==> src/rtl/addsub_pkg.sv <==
// addsub_pkg: shared definitions for the serial add/subtract sequencer.
//   ADDSUB_WIDTH   default operand/result width
//   ADDSUB_OP_ADD  opcode byte selecting a + b
//   ADDSUB_OP_SUB  opcode byte selecting a - b
//   state_e        sequencer FSM encoding
package addsub_pkg;

    localparam int         ADDSUB_WIDTH  = 8;
    localparam logic [7:0] ADDSUB_OP_ADD = 8'h00;
    localparam logic [7:0] ADDSUB_OP_SUB = 8'h01;

    typedef enum logic [2:0] {
        S_OP   = 3'd0,
        S_A    = 3'd1,
        S_B    = 3'd2,
        S_EXEC = 3'd3,
        S_OUT  = 3'd4
    } state_e;

endpackage

==> src/rtl/add_full.sv <==
// Add_full: single-bit full adder cell, the shared bit-slice of the
// serial datapath.
//   a, b  operand bits
//   ci    carry in
//   s     sum bit
//   co    carry out
module Add_full (
    input  logic a,
    input  logic b,
    input  logic ci,
    output logic s,
    output logic co
);

    assign s  = a ^ b ^ ci;
    assign co = (a & b) | (a & ci) | (b & ci);

endmodule

==> src/rtl/addsub_serial_sequencer.sv <==
// addsub_serial_sequencer: byte-stream command controller for a bit-serial
// add/subtract. Takes opcode, A, B over a valid/ready input, computes one
// bit per cycle through a single Add_full, and presents the result over a
// valid/ready output.
//   clk, rst            clock (rising edge), async active-high reset
//   in_valid/in_ready   input byte handshake, in_data = opcode or operand
//   out_valid/out_ready result handshake
//   out_data            result mod 2^WIDTH
//   out_carry           add: carry-out, sub: no-borrow (a >= b unsigned)
//   op_err              one-cycle pulse when an unknown opcode is dropped
//   out_ovf             signed overflow (only with ADDSUB_OVF_EN defined)
// Optional feature macro: ADDSUB_OVF_EN.
module addsub_serial_sequencer
    import addsub_pkg::*;
#(
    parameter int               WIDTH  = ADDSUB_WIDTH,
    parameter logic [WIDTH-1:0] OP_ADD = WIDTH'(ADDSUB_OP_ADD),
    parameter logic [WIDTH-1:0] OP_SUB = WIDTH'(ADDSUB_OP_SUB)
) (
    input  logic             clk,
    input  logic             rst,
    input  logic             in_valid,
    output logic             in_ready,
    input  logic [WIDTH-1:0] in_data,
    output logic             out_valid,
    input  logic             out_ready,
    output logic [WIDTH-1:0] out_data,
    output logic             out_carry,
`ifdef ADDSUB_OVF_EN
    output logic             out_ovf,
`endif
    output logic             op_err
);

    localparam int CW = $clog2(WIDTH);

    state_e           state;
    logic             op_sub;
    logic [WIDTH-1:0] a_reg;
    logic [WIDTH-1:0] b_reg;
    logic [WIDTH-1:0] res;
    logic             carry;
    logic [CW-1:0]    cnt;
`ifdef ADDSUB_OVF_EN
    logic             msb_cin;
`endif

    logic fa_s, fa_co;
    logic xfer, last_bit;

    assign in_ready = (state == S_OP) || (state == S_A) || (state == S_B);
    assign xfer     = in_valid && in_ready;
    assign last_bit = (cnt == CW'(WIDTH - 1));

    // Subtract = a + ~b + 1: b is inverted here and carry is preset to 1
    // when B is latched.
    Add_full u_fa (
        .a  (a_reg[cnt]),
        .b  (b_reg[cnt] ^ op_sub),
        .ci (carry),
        .s  (fa_s),
        .co (fa_co)
    );

    always_ff @(posedge clk or posedge rst) begin
        if (rst) begin
            state     <= S_OP;
            op_sub    <= 1'b0;
            a_reg     <= '0;
            b_reg     <= '0;
            res       <= '0;
            carry     <= 1'b0;
            cnt       <= '0;
            out_valid <= 1'b0;
            out_data  <= '0;
            out_carry <= 1'b0;
            op_err    <= 1'b0;
`ifdef ADDSUB_OVF_EN
            msb_cin   <= 1'b0;
            out_ovf   <= 1'b0;
`endif
        end else begin
            op_err <= 1'b0;
            case (state)
                S_OP: if (xfer) begin
                    if (in_data == OP_ADD || in_data == OP_SUB) begin
                        op_sub <= (in_data == OP_SUB);
                        state  <= S_A;
                    end else begin
                        op_err <= 1'b1;
                    end
                end
                S_A: if (xfer) begin
                    a_reg <= in_data;
                    state <= S_B;
                end
                S_B: if (xfer) begin
                    b_reg <= in_data;
                    carry <= op_sub;
                    cnt   <= '0;
                    state <= S_EXEC;
                end
                S_EXEC: begin
                    res[cnt] <= fa_s;
                    carry    <= fa_co;
                    cnt      <= cnt + CW'(1);
`ifdef ADDSUB_OVF_EN
                    if (last_bit) msb_cin <= carry;
`endif
                    if (last_bit) state <= S_OUT;
                end
                S_OUT: begin
                    // First cycle in S_OUT publishes the result; the output
                    // registers then hold until the consumer takes it.
                    if (!out_valid) begin
                        out_data  <= res;
                        out_carry <= carry;
`ifdef ADDSUB_OVF_EN
                        out_ovf   <= msb_cin ^ carry;
`endif
                        out_valid <= 1'b1;
                    end else if (out_ready) begin
                        out_valid <= 1'b0;
                        state     <= S_OP;
                    end
                end
                default: state <= S_OP;
            endcase
        end
    end

endmodule
==> config.mk <==
export PLATFORM = sky130hd
export DESIGN_NAME = addsub_serial_sequencer
export DESIGN_NICKNAME = d
export VERILOG_FILES = /design/src/rtl/addsub_pkg.sv /design/src/rtl/add_full.sv /design/src/rtl/addsub_serial_sequencer.sv
export SDC_FILE = /design/constraint.sdc
export NUM_CORES = 1
export LEC_CHECK = 0
export ABC_AREA = 1
export BUFFER_PORTS_ARGS = -buffer_cell sky130_fd_sc_hd__buf_4
export CAP_MARGIN = 20
export CORE_MARGIN = 8
export CORE_UTILIZATION = 51
export DETAILED_ROUTE_END_ITERATION = 12
export PLACE_DENSITY = 0.81
export SLEW_MARGIN = 10
export SYNTH_ARGS = -nofsm -noshare
export SYNTH_HDL_FRONTEND = slang
export SYNTH_SLANG_ARGS = --single-unit
==> constraint.sdc <==
create_clock -name clk -period 1.9 [get_ports clk]
set_clock_uncertainty 0.05 [all_clocks]
set_input_delay 0 -clock clk [delete_from_list [all_inputs] [get_ports clk]]
set_output_delay 0 -clock clk [all_outputs]
set_load 0.01 [all_outputs]
==> qor.yml <==
period_share_pct: 101.2
syn_area_sq_um: 1968
yosys_warnings: 0
hpwl_microns: 2899
antenna_found_initial: 0
switching_share_pct: 40.04
wl_per_cell_microns: 11.61
place_congestion: 0.8812
clk_pin_slew_worst_paths_ns: 0.07
nFillCells: 329
area_delta_synth_final_pct: 25.75
pwr-share-seq_pct: 41.1
power.leakage_nw: 1.294
arrival_ns: 2.05
fin_hold_ws_ns: 0.01757
synth_cell_type_count: 18
status: "finished with violations"
p_switching_mw: 1.526
synth_seq_cells: 43
path_class: "reg2reg"
syn_inst: 246
cts_setup_buffers: 0
grt_pass1_vias: 1579
hold_class: "in2reg"
drive_gt1_share_pct: 17.81
die_h_microns: 78.12
drt_iter0_markers: 95
insertion_delay_ns: 0.30
grt_max_degree: 44
cp_cell_sequence: "or2_4 > nand3_2 > nand2_2 > o21ai_1 > nand2_1 > fa_2 > o21ai_1"
crit_path_top_delay_cell: "fa_2"
synth_top_area_share_pct: 54.67
drc: 0
cp.required_ns: 2.03
fin_cells: 340
nets: 307
p_int_mw: 2.286
drt-total-wl_microns: 3948
dp_cells: 323
yosys-top-cells-count: "nand2_1 (80), dfrtp_1 (43), o21ai_0 (36)"
hold_viol_final: 0
p_clk_share_pct: 15.1
p_per_area_nw_per_um2: 1540
grt_overflow_total: 0
tightest_slew_ns: 0.5511
cp_common_cell: "o21ai_1"
via_per_inst: 4.885
drtAntennaViolNets: 0
die_x_microns: 78.12
crit_family: "adder cells"
end_kind: "flop"
clockBufferDepth: 2
drv_slew: 0
setup_violations: 7
path_max_fanout: 8
cts_tree: "built"
dr.pass1.iters: 4
cts_buffers: 5
grt_pass1_wl_microns: 7079
placeableCoreArea_sq_um: 3689
via_count: 1661
violations: "negative setup slack"
n_antenna_cell: 0
setup_ws_ns: -0.02192
fmax_mhz: 520.3
clockRootBuffer: "clkbuf_8"
vdd_drop_max_mv: 0.7351
slowest_delay_ns: 0.64
startpoint_type: "flop"
cts_sinks: 43
pin_count: 24
fin_crit_ns: 1.922
yosysMostFrequentCell: "nand2_1"
slew_headroom_pct: 62.87
cts_htree_levels: 2
start_util_pct: 53.36
io_buffers: 23
synth_nets: 261
rsz0062_at_grt: "yes"
synthTopCellsByArea: "dfrtp_1 (55%), nand2_1 (15%), o21ai_0 (9.2%), nand3_1 (5.3%), inv_1 (5.1%)"
finish.utilization_pct: 67.10
grt.total_usage_pct: 14.24
row_count: 22
path_buf_inv: 0
combPwrFrac_pct: 43.8
ys_seq_area_share_pct: 54.67
postSynth.asyncResetShare_pct: 100.0
dieArea_sq_um: 6103
yosys_most_used_dff: "dfrtp_1"
maxCapViolations: 0
synth_edf_count: 0
synth_top_area_cell: "dfrtp_1"
syn_avg_cell_area_sq_um: 8.001
per-layer routing:
| layer | track usage (%) | vias to the layer above | share of wire, % | wire length, microns |
|---|---|---|---|---|
| li1 | - | 868 | - | - |
| met3 | 5.581 | 6 | 6.5 | 255 |
| met5 | 0 | - | 0 | 0 |
| met2 | 22.95 | 36 | 47 | 1850 |
| met4 | 5.741 | 0 | 1.7 | 68 |
| met1 | 16.63 | 751 | 45 | 1773 |
final timing paths:
kind,depth (start not counted),endpoint,start,slack (ns)
worst max-delay path,7,res[5],cnt[0],-0.02
worst min-delay path,6,state[2],out_ready,0.02
worst max register to register,7,res[5],cnt[0],-0.02
worst min register to register,2,out_data[6],out_data[6],0.42
max in group asynchronous,4,cnt[2],rst,1.08
min in group asynchronous,4,b_reg[2],rst,0.34
power by group through the flow:
stage / clock (mW) / sequential, mW / combinational, mW
6_report: 0.575 / 1.57 / 1.67
5_1_grt: 0.633 / 1.62 / 1.92
4_1_cts: 0.598 / 1.56 / 1.67
3_5_place_dp: 0 / 1.56 / 1.64
3_3_place_gp: 0 / 1.55 / 1.59
2_1_floorplan: 0 / 1.53 / 1.10
metrics by stage:
| stage | power [mW] | area [sq um] | setup slack, ns | setup TNS (ns) |
|---|---|---|---|---|
| 6_report | 3.812 | 2475 | -0.02192 | -0.06982 |
| 5_1_grt | 4.175 | 2475 | -0.1099 | -0.7699 |
| 4_1_cts | 3.826 | 2462 | 0.009512 | 0 |
| 3_5_place_dp | 3.204 | 2263 | -0.08080 | -0.5946 |
| 3_3_place_gp | 3.138 | 2263 | -0.02369 | -0.1775 |
| 2_1_floorplan | 2.635 | 1984 | -0.02033 | -0.1624 |
cells by family after synthesis:
logic type / synth area share [%]
AOI/OAI and AO/OA: 10.17
DFF: 54.67
adders and majority gates: 2.288
buffers and inverters: 6.484
and+or+nand+nor: 26.38
layout by cell type (no fill, tap or decap):
cell type,count
buf_4,31
o21bai_1,1
nor2_4,1
clkbuf_8,6
clkinv_2,2
nor2_1,18
or2_4,1
and2_1,1
clkinv_1,1
o21ai_0,26
nand2_2,2
dlygate4sd3_1,10
nand3_1,20
nand2_1,79
buf_6,1
inv_2,1
o22ai_1,2
dfrtp_2,3
nor3_1,2
nand3_2,1
nor2_2,2
fa_2,1
dfrtp_1,40
ha_1,2
o21ai_1,10
inv_1,27
nand4_1,1
area by class of cell:
class	instances	area (sq um)	share of cell area (%)
timing repair buffer	42	344.1	13.90
clock inverter	1	5.005	0.2022
tap	48	60.06	2.427
multi-input combinational	170	789.5	31.90
clock buffer	6	82.58	3.337
inverter	30	113.9	4.601
sequential	43	1080	43.63
worst reg2reg max path, stage by stage, from the launching register on:
cell and delay (ns):
dfrtp_2 0.45, or2_4 0.24, nand3_2 0.06, nand2_2 0.05
o21ai_1 0.13, nand2_1 0.09, fa_2 0.64, o21ai_1 0.09
timing repair:
item | in CTS | in global routing
hold endpoints to repair | 61 | 0
setup endpoints to repair | 8 | 9
hold buffers | 10 | 0
resized for setup | 6 | 5
pin swaps | 1 | 3
(Power assumes the default switching activity.)
